**src/rtl/int_ctrl.sv**
```systemverilog
// Interrupt controller feeding the T-state sequencer: NMI/IRQ/RES pins in, brkNow/rstReq/vector out.
// Optional NMI_HIJACK_EN lets a late NMI redirect an IRQ sequence that has not yet fetched its vector.
module int_ctrl #(
    parameter logic [15:0] VEC_NMI     = 16'hFFFA,
    parameter logic [15:0] VEC_RST     = 16'hFFFC,
    parameter logic [15:0] VEC_IRQ     = 16'hFFFE,
    parameter int          RST_STRETCH = 2
) (
    input  logic        phi1,
    input  logic        rst,
    input  logic        haltAll,
    input  logic        nmi_n,
    input  logic        irq_n,
    input  logic        res_n,
    input  logic        iFlag,
    input  logic        fetchSlot,
    input  logic        intHandled,
    input  logic        vecFetch,
    output logic        brkNow,
    output logic        rstReq,
    output logic [15:0] vecAddr,
    output logic [1:0]  intSrc,
    output logic        nmiPend
);

    localparam int CW = (RST_STRETCH < 2) ? 1 : $clog2(RST_STRETCH + 1);
    localparam logic [CW-1:0] STRETCH_LOAD = CW'(RST_STRETCH);
    localparam logic [CW-1:0] CNT_ONE      = CW'(1);

    typedef enum logic [1:0] {
        SRC_NONE = 2'b00,
        SRC_IRQ  = 2'b01,
        SRC_NMI  = 2'b10,
        SRC_RST  = 2'b11
    } src_t;

    logic          nmi_prev_reg,   nmi_prev_next;
    logic          nmi_pend_reg,   nmi_pend_next;
    logic          brk_reg,        brk_next;
    logic          in_seq_reg,     in_seq_next;
    logic          vec_locked_reg, vec_locked_next;
    logic          rst_req_reg,    rst_req_next;
    logic [CW-1:0] cnt_reg,        cnt_next;
    src_t          src_reg,        src_next;
    logic [15:0]   vec_reg,        vec_next;

    logic nmi_edge;
    logic irq_req;
    logic retire;

    assign nmi_edge = nmi_prev_reg & ~nmi_n;
    assign irq_req  = ~irq_n & ~iFlag;
    assign retire   = in_seq_reg & intHandled;

    always_comb begin
        nmi_prev_next   = nmi_n;
        nmi_pend_next   = nmi_pend_reg;
        brk_next        = brk_reg;
        in_seq_next     = in_seq_reg;
        vec_locked_next = vec_locked_reg;
        rst_req_next    = rst_req_reg;
        cnt_next        = cnt_reg;
        src_next        = src_reg;
        vec_next        = vec_reg;

        // A new edge beats the clear from retiring an NMI sequence.
        if (nmi_edge) begin
            nmi_pend_next = 1'b1;
        end else if (retire && src_reg == SRC_NMI) begin
            nmi_pend_next = 1'b0;
        end

        if (!res_n) begin
            rst_req_next = 1'b1;
            cnt_next     = STRETCH_LOAD;
        end else if (rst_req_reg) begin
            if (cnt_reg <= CNT_ONE) begin
                cnt_next     = '0;
                rst_req_next = 1'b0;
            end else begin
                cnt_next = cnt_reg - CNT_ONE;
            end
        end

        if (!res_n || rst_req_reg) begin
            // The reset sequence itself becomes the pending sequence once the request drops.
            nmi_pend_next   = 1'b0;
            brk_next        = 1'b0;
            in_seq_next     = ~rst_req_next;
            vec_locked_next = 1'b0;
            src_next        = SRC_RST;
            vec_next        = VEC_RST;
        end else if (in_seq_reg) begin
            brk_next = 1'b0;
            if (intHandled) begin
                in_seq_next     = 1'b0;
                vec_locked_next = 1'b0;
                src_next        = SRC_NONE;
                vec_next        = VEC_IRQ;
            end else begin
                if (vecFetch) begin
                    vec_locked_next = 1'b1;
                end
`ifdef NMI_HIJACK_EN
                if (src_reg == SRC_IRQ && !vec_locked_reg && (nmi_edge || nmi_pend_reg)) begin
                    src_next = SRC_NMI;
                    vec_next = VEC_NMI;
                end
`endif
            end
        end else if (brk_reg && fetchSlot) begin
            in_seq_next = 1'b1;
            brk_next    = 1'b0;
        end else begin
            brk_next = nmi_pend_reg | irq_req;
            if (nmi_pend_reg) begin
                src_next = SRC_NMI;
                vec_next = VEC_NMI;
            end else if (irq_req) begin
                src_next = SRC_IRQ;
                vec_next = VEC_IRQ;
            end else begin
                src_next = SRC_NONE;
                vec_next = VEC_IRQ;
            end
        end
    end

    always_ff @(posedge phi1) begin
        if (!rst) begin
            nmi_prev_reg   <= 1'b1;
            nmi_pend_reg   <= 1'b0;
            brk_reg        <= 1'b0;
            in_seq_reg     <= 1'b0;
            vec_locked_reg <= 1'b0;
            rst_req_reg    <= 1'b1;
            cnt_reg        <= STRETCH_LOAD;
            src_reg        <= SRC_RST;
            vec_reg        <= VEC_RST;
        end else if (!haltAll) begin
            nmi_prev_reg   <= nmi_prev_next;
            nmi_pend_reg   <= nmi_pend_next;
            brk_reg        <= brk_next;
            in_seq_reg     <= in_seq_next;
            vec_locked_reg <= vec_locked_next;
            rst_req_reg    <= rst_req_next;
            cnt_reg        <= cnt_next;
            src_reg        <= src_next;
            vec_reg        <= vec_next;
        end
    end

    assign brkNow  = brk_reg;
    assign rstReq  = rst_req_reg;
    assign vecAddr = vec_reg;
    assign intSrc  = src_reg;
    assign nmiPend = nmi_pend_reg;

endmodule

```
**config.mk**
```make
export PLATFORM = sky130hd
export DESIGN_NAME = int_ctrl
export DESIGN_NICKNAME = d
export VERILOG_FILES = /design/src/rtl/int_ctrl.sv
export SDC_FILE = /design/constraint.sdc
export NUM_CORES = 1
export LEC_CHECK = 0
export CORE_MARGIN = 2
export CORE_UTILIZATION = 42
export DETAILED_ROUTE_END_ITERATION = 10
export PLACE_DENSITY_LB_ADDON = 0.08
export SYNTH_ARGS = -nofsm -noshare
export SYNTH_HDL_FRONTEND = slang
export SYNTH_SLANG_ARGS = --single-unit
```
**constraint.sdc**
```tcl
create_clock -name phi1 -period 2 [get_ports phi1]
set_input_delay 0.3 -clock phi1 [delete_from_list [all_inputs] [get_ports phi1]]
set_output_delay 0.3 -clock phi1 [all_outputs]
set_load 0.01 [all_outputs]
```
==> flow_summary.toml, run 1 <==
[status]
status = "finished, final reports clean"

[clock_network]
clock_path_buffers = 2
postCtsSetupBuffers = 0
htree_levels = 1
cts_sinks = 11
clk_latency_ns = 0.27
holdBufCountCts = 0
path_clk_slew_ns = 0.07
cts_tree = "done"
cts_inserted_buffers = 3
cts_root_buf = "clkbuf_4"
cts-resized-gates = 0

[floorplan]
num_io_pins = 31
start_util = 0.440
rows = 14
core_area_mm2 = 0.00147
die_y_um = 43.2
die_w_um = 43.2
die_area_mm2 = 0.00187

[synth]
synth_cell_type_count = 25
synth_area_per_cell_um2 = 8.62
synth_top_flop_cell = "dfxtp_1"
ys_seq_elements = 11
synth.area.top_cells = "dfxtp_1 (34%), buf_4 (16%), mux2_1 (5.2%)"
synth_commonest_cells = "buf_4 (14), dfxtp_1 (11), o21ai_0 (6), nand2b_1 (5), nand3_1 (5)"
post-synth-top-count-cell = "buf_4"
synth_area_um2 = 647
seq_area_frac_synth = 0.340
async_flop_share = 0
synth.largest_area_cell = "dfxtp_1"
synth_top_area_share = 0.340
syn_inst = 75
synth_edf_count = 0
synth_warnings = 0

[global_routing]
overflow = 0
met2_usage = 0.215
use_met1 = 0.187
grt_pass1_vias = 457
top_usage_layer = "met2"
antenna_found_initial = 0
grt_max_degree = 15
grt_use_total = 0.149
grt_pass1_wl_um = 1990
use_met3 = 0.0766

[placed_design]
gp_congestion = 0.764
place_hpwl_um = 889
io_buffers = 15
place_worst_setup_slack_ns = 0.126

[pwr]
peakVddDrop_mv = 0.395
powerDensity_mw_per_mm2 = 583
p_leak_nw = 0.303
total_power_uw = 461

[routing]
viasPerCell = 4.92
ant_nets = 0
vias = 531
drtIter0Drc = 7
drt_pre_antenna_iters = 4
wirelength_um = 1230
drc = 0
wl_per_cell_um = 11.4

[worst_setup_path]
crit_fanout = 8
cp.buffers_inverters = 1
crit_chain = "clkdlybuf4s50_1"
crit_family = "buffers and inverters"
cpPeakStageDelay_ns = 0.59
cp-end-kind = "output pin"
worstSetupPathType = "flop to output pin"
critPathArrivalTime_ns = 1.34
crit_slowest_cell = "clkdlybuf4s50_1"
start_kind = "flop"
crit_required_ns = 1.70

[worst_hold_path]
worstHoldPathType = "flop to flop"

[layout]
n_antenna_cell = 0
final_layout_size_suffix_gt1_frac = 0.0870
nFillCells = 155
final_core_util = 0.537
area_growth_pct = 22.2
nNetsFinal = 103

[sta]
finalHoldViolCount = 0
period_share = 0.821
fin_worst_skew_ns = 0.00185
grt_setup_unrepaired = "no"
drv_slew = 0
setup_violations = 0
setup_ws_ns = 0.359
fmax_mhz = 609
holdWs_ns = 0.480
finalCriticalPeriod_ns = 1.64
tns_ns = 0

[job]
cap_violations = 0
[logic make-up after synthesis]
group | after synthesis | share of synthesized area
DFF | 11 | 0.340
buffers and inverters | 17 | 0.180
muxes | 3 | 0.0522
and+or+nand+nor | 24 | 0.226
AOI/OAI and AO/OA | 18 | 0.190
other | 2 | 0.0116
[per-layer routing]
metal / up-vias / wire [um]
li1: 269 / -
met1: 235 / 566
met2: 25 / 553
met3: 2 / 97
met4: 0 / 11
met5: - / 0
[stage by stage]
| stage | instance area (um2) | instances |
|---|---|---|
| final | 791 | 108 |
| after global routing | 791 | 108 |
| after CTS | 791 | 108 |
| after detailed placement | 764 | 104 |
| after global placement | 764 | 104 |
| after floorplan | 692 | 87 |
[power by group]
group | internal [mW] | switching (mW) | leakage (nW) | total [mW]
clock network | 0.0774 | 0.0770 | 0.0150 | 0.154
registers | 0.227 | 0.00785 | 0.0898 | 0.235
logic | 0.0352 | 0.0371 | 0.198 | 0.0723
total | 0.339 | 0.122 | 0.303 | 0.461
[area by class of cell]
| type | instances | area [um2] | area share |
|---|---|---|---|
| clock buffers | 4 | 26.3 | 0.0332 |
| inverters | 1 | 3.75 | 0.00475 |
| multi-input cells | 59 | 355 | 0.449 |
| flip-flops and latches | 11 | 220 | 0.278 |
| well taps | 16 | 20.0 | 0.0253 |
| repair buffers | 17 | 165 | 0.209 |
[cells in the final DEF, fill, tap and decap left out, drive strengths merged, types with 2 or more instances in the layout]
cell type | synthesis | layout
nor2 | 2 | 2
conb | 2 | 14
a21oi | 2 | 2
buf | 14 | 2
dfxtp | 11 | 11
nand4b | 2 | 2
o211ai | 3 | 3
clkbuf | 2 | 4
a211oi | 2 | 2
mux2 | 3 | 3
a21boi | 2 | 2
o21ai | 7 | 7
nand3 | 5 | 5
clkdlybuf4s50 | 0 | 15
nand2 | 3 | 3
nor2b | 4 | 4
nand2b | 5 | 5
[final timing paths]
check / start / endpoint / slack, ns / cells after the start
worst max-delay path: rstReq / rstReq / 0.36 / 1
worst min-delay path: vecAddr[1] / vecAddr[1] / 0.48 / 1
worst max register to register: rstReq / intSrc[1] / 0.54 / 3
worst min register to register: vecAddr[1] / vecAddr[1] / 0.48 / 1
[worst reg2reg max path, cell delays in order (launching register included)]
cell,delay (ns)
dfxtp_1,0.48
nor3b_2,0.12
a221oi_2,0.39
mux2_1,0.36
Note: power is estimated with default switching activity, not from simulation.
==> inputs of run 2 (changes only) <==
Settings changed: CORE_UTILIZATION 42 to 35.
Clock period 2 ns to 1.35 ns, I/O delays scaled along.
==> run 2 against run 1 <==
  * Sequential share of layout area fell by 2.6 points
  * Core utilization fell by 1.3 points
  * Final cell count rose by 16%
  * Non-clock buffer count rose by 8
  * Flip-flop and latch count did not move
  * Clock power rose by 51%
  * Combinational power rose by 70%
  * Highest routed layer unchanged
==> flow_summary.toml, run 2 (synthesized netlist as in run 1, its figures left out) <==
[sta]
period_share = 0.969
finalCriticalPeriod_ns = 1.31
finalHoldViolCount = 0
drv_slew = 0
grt_setup_unrepaired = "no"
fin_worst_skew_ns = 0.00123
fmax_mhz = 765
setup_violations = 0

[routing]
ant_nets = 0
wl_per_cell_um = 11.4
viasPerCell = 4.49
wirelength_um = 1420
drc = 0
drt_pre_antenna_iters = 4
vias = 561
drtIter0Drc = 10

[global_routing]
overflow = 0
grt_max_degree = 9
grt_use_total = 0.146
grt_pass1_vias = 489
grt_pass1_wl_um = 2210
antenna_found_initial = 0

[floorplan]
core_area_mm2 = 0.00173
rows = 15
die_area_mm2 = 0.00221
start_util = 0.375
die_y_um = 47.0
num_io_pins = 31
die_w_um = 47.0

[worst_setup_path]
ff2ff_setup_slack_ns = 0.04
crit_required_ns = 1.57
critPathArrivalTime_ns = 1.53
critPathLaunch = "in_seq_reg"
reg2reg_to = "intSrc[0]"
reg2reg_from = "in_seq_reg"
crit_fanout = 5
reg2reg_depth = 4
start_kind = "flop"
worstSetupPathType = "flop to flop"
cp-end-kind = "flop"

[clock_network]
clk_latency_ns = 0.27
cts_sinks = 11
cts_inserted_buffers = 3
cts_root_buf = "clkbuf_4"
postCtsSetupBuffers = 0
clock_path_buffers = 2
cts_tree = "done"
htree_levels = 1
holdBufCountCts = 0
path_clk_slew_ns = 0.08

[layout]
final_layout_size_suffix_gt1_frac = 0.260
nNetsFinal = 111
area_growth_pct = 40.0
final_cell_mix = "conb_1 (14), buf_4 (10), dlygate4sd2_1 (9)"
layout_commonest_cell = "conb_1"
final_core_util = 0.525
n_antenna_cell = 0

[worst_hold_path]
worstHoldPathType = "primary input to flop"
hp-start = "res_n"
hold_end = "rstReq"
whs_path_depth = 3

[pwr]
power.switching_uw = 197
seq_power_share = 0.493
pwr-share-comb = 0.175
total_power_uw = 701
sw_frac_of_total = 0.282
p_clk_frac = 0.332
peakVddDrop_mv = 0.604
p_leak_nw = 0.388
p_int_uw = 504
powerDensity_mw_per_mm2 = 774

[placed_design]
gp_congestion = 0.731
place_hpwl_um = 1090
io_buffers = 15

[status]
status = "finished, final reports clean"

[job]
cap_violations = 0
-- run 2: what timing repair did --
item	4_1_cts	5_1_grt
gates cloned	0	0
setup endpoints to repair	10	3
endpoints found under the hold margin	0	0
resized for setup	17	6
pin swaps	1	2
-- run 2: metal layers --
metal,track usage,up-vias,share of wire
li1,-,282,-
met4,0.0500,0,0.0070
met2,0.219,24,0.46
met5,0,-,0
met3,0.0577,2,0.077
met1,0.190,253,0.45
-- run 2: per-stage QoR --
stage,TNS (ns),hold WS (ns),setup WS [ns],instances,cell area [um2]
final,0,0.404,0.0420,125,906
after floorplan,0,0.311,0.0358,87,693
after global routing,0,0.420,0.00637,125,906
after CTS,0,0.406,0.00877,125,888
after global placement,-1.18,0.464,-0.320,121,837
after detailed placement,-1.35,0.477,-0.360,121,837
-- run 2: power groups by stage --
stage / combinational [mW] / clock (mW) / sequential [mW]
after floorplan: 0.0871 / 0 / 0.355
after global placement: 0.118 / 0 / 0.355
after detailed placement: 0.119 / 0 / 0.355
after CTS: 0.120 / 0.245 / 0.347
after global routing: 0.136 / 0.257 / 0.348
final: 0.123 / 0.233 / 0.346
-- run 2: worst max path at each step --
stage | endpoint | cells past startpoint | slack, ns
4_1_cts | intSrc[1] | 3 | 0.009
3_3_place_gp | intSrc[0] | 4 | -0.32
3_5_place_dp | intSrc[0] | 4 | -0.36
6_report | intSrc[0] | 4 | 0.04
5_1_grt | intSrc[0] | 4 | 0.006
2_1_floorplan | intSrc[0] | 3 | 0.04
-- run 2: layout make-up --
| type | count | area, um2 |
|---|---|---|
| clock inverter | 1 | 5.00 |
| multi-input combinational | 59 | 398 |
| tap | 25 | 31.3 |
| clock buffer | 3 | 22.5 |
| sequential | 11 | 229 |
| fill | 181 | 821 |
| timing repair buffer | 25 | 216 |
| inverter | 1 | 3.75 |
-- run 2: worst max-delay path: stages, from the launching register on --
cell and delay (ns):
dfxtp_4 0.37, buf_4 0.14, or4_4 0.51, nand3_1 0.10, mux2_4 0.14
==> inputs of run 3 (changes only) <==
Settings changed: CORE_MARGIN 2 to default.
==> run 3 against run 2 <==
  * Sequential power about the same
  * Worst hold slack about the same
  * Critical endpoint unchanged
  * Combinational power about the same
  * Clock power shrank 5%
  * Register-to-register slack about the same
  * Clock skew increased by 0.0028 ns
  * Final cell count decreased by 0.80%
  * Largest power group unchanged
  * Global-route usage is 0.078 points higher
  * Maximum frequency shrank 1.3%
  * Flip-flop and latch count unchanged
  * Critical path depth did not move
  * Highest routed layer unchanged
  * Die area shrank 8.3%
==> flow_summary.toml, run 3 (synthesized netlist as in run 1, its figures left out) <==
[routing]
viasPerCell = 4.59
vias = 569
drtIter0Drc = 8
drt_pre_antenna_iters = 4
ant_nets = 0
drc = 0
wirelength_um = 1310
wl_per_cell_um = 10.5

[layout]
area_growth_pct = 39.3
multi_input_area_um2 = 394
fin_area_um2 = 901
ff_latch_area_um2 = 230
nFillCells = 173
final_layout_size_suffix_gt1_frac = 0.242
layout_commonest_cell = "conb_1"
nNetsFinal = 110
n_antenna_cell = 0
final_cell_mix = "conb_1 (14), buf_4 (9), dfxtp_1 (7), clkdlybuf4s50_1 (7)"

[global_routing]
grt_pass1_wl_um = 2040
grt_use_total = 0.147
antenna_found_initial = 0
grt_pass1_vias = 464
grt_max_degree = 14
overflow = 0

[floorplan]
core_area_mm2 = 0.00173
num_io_pins = 31
die_w_um = 45.0
die_area_mm2 = 0.00202
die_y_um = 45.0
start_util = 0.375
rows = 15

[clock_network]
htree_levels = 1
cts_tree = "done"
cts_sinks = 11
path_clk_slew_ns = 0.07
clk_latency_ns = 0.27
cts_inserted_buffers = 3
holdBufCountCts = 0
cts_root_buf = "clkbuf_4"
postCtsSetupBuffers = 0
clock_path_buffers = 2

[worst_setup_path]
start_kind = "primary input"
reg2reg_from = "brkNow"
critPathLaunch = "fetchSlot"
cp-end-kind = "flop"
crit_fanout = 3
crit_required_ns = 1.50
crit_chain = "clkdlybuf4s50_1 > and2_4 > a221oi_4 > mux2_4"
crit_slowest_cell = "clkdlybuf4s50_1"
cpPeakStageDelay_ns = 0.41
worstSetupPathType = "primary input to flop"
critPathArrivalTime_ns = 1.48

[sta]
setup_violations = 0
finalCriticalPeriod_ns = 1.32
tns_ns = 0
period_share = 0.981
fin_worst_skew_ns = 0.00400
drv_slew = 0
finalHoldViolCount = 0
fmax_mhz = 755

[placed_design]
postPlaceCellArea_um2 = 830
io_buffers = 15
gp_congestion = 0.732
place_hpwl_um = 987

[status]
status = "finished, final reports clean"

[pwr]
powerDensity_mw_per_mm2 = 763
peakVddDrop_mv = 0.548
p_leak_nw = 0.383

[worst_hold_path]
worstHoldPathType = "primary input to flop"
hp-start = "res_n"

[job]
cap_violations = 0
-- run 3: power breakdown --
group | switching, mW | internal, mW | leakage [nW]
Clock | 0.107 | 0.114 | 0.0150
Combinational | 0.0607 | 0.0592 | 0.276
Sequential | 0.0115 | 0.334 | 0.0915
-- run 3: critical path: cells and delay by family --
family	cells	cell delay, ns
buffers and inverters	1	0.41
AOI/OAI and AO/OA	1	0.37
muxes	1	0.33
and+or+nand+nor	1	0.16
-- run 3: worst paths after layout --
| path | end | slack (ns) | cells past startpoint |
|---|---|---|---|
| max | intSrc[0] | 0.03 | 4 |
| min | rstReq | 0.40 | 3 |
| max reg2reg | intSrc[0] | 0.05 | 3 |
| min reg2reg | nmiPend | 0.48 | 2 |
-- run 3: per-stage QoR --
stage	util	power, mW	hold slack (ns)	cells	setup WS (ns)
finish	0.522	0.687	0.404	124	0.0250
global route	0.522	0.739	0.398	124	-0.00555
floorplan	-	0.442	0.311	87	0.0358
global placement	0.480	0.471	0.463	120	-0.314
CTS	0.500	0.697	0.383	124	0.00275
detailed placement	0.480	0.471	0.465	120	-0.314
-- run 3: layout make-up --
class | count | share of cell area
multi-input combinational | 59 | 0.437
inverter | 1 | 0.00417
sequential | 11 | 0.256
tap | 25 | 0.0347
clock buffer | 4 | 0.0292
timing repair buffer | 24 | 0.239
-- run 3: timing repair --
action                     CTS  global route
gates resized for setup      9            12
pin swaps                    1             4
cloned                       0             0
setup endpoints to repair    8             5
-- run 3: metal layers --
| layer | vias up | track usage | share of wire |
|---|---|---|---|
| met2 | 22 | 0.214 | 0.45 |
| met4 | 0 | 0.0909 | 0.0054 |
| li1 | 286 | - | - |
| met5 | - | 0 | 0 |
| met1 | 259 | 0.192 | 0.47 |
| met3 | 2 | 0.0360 | 0.070 |
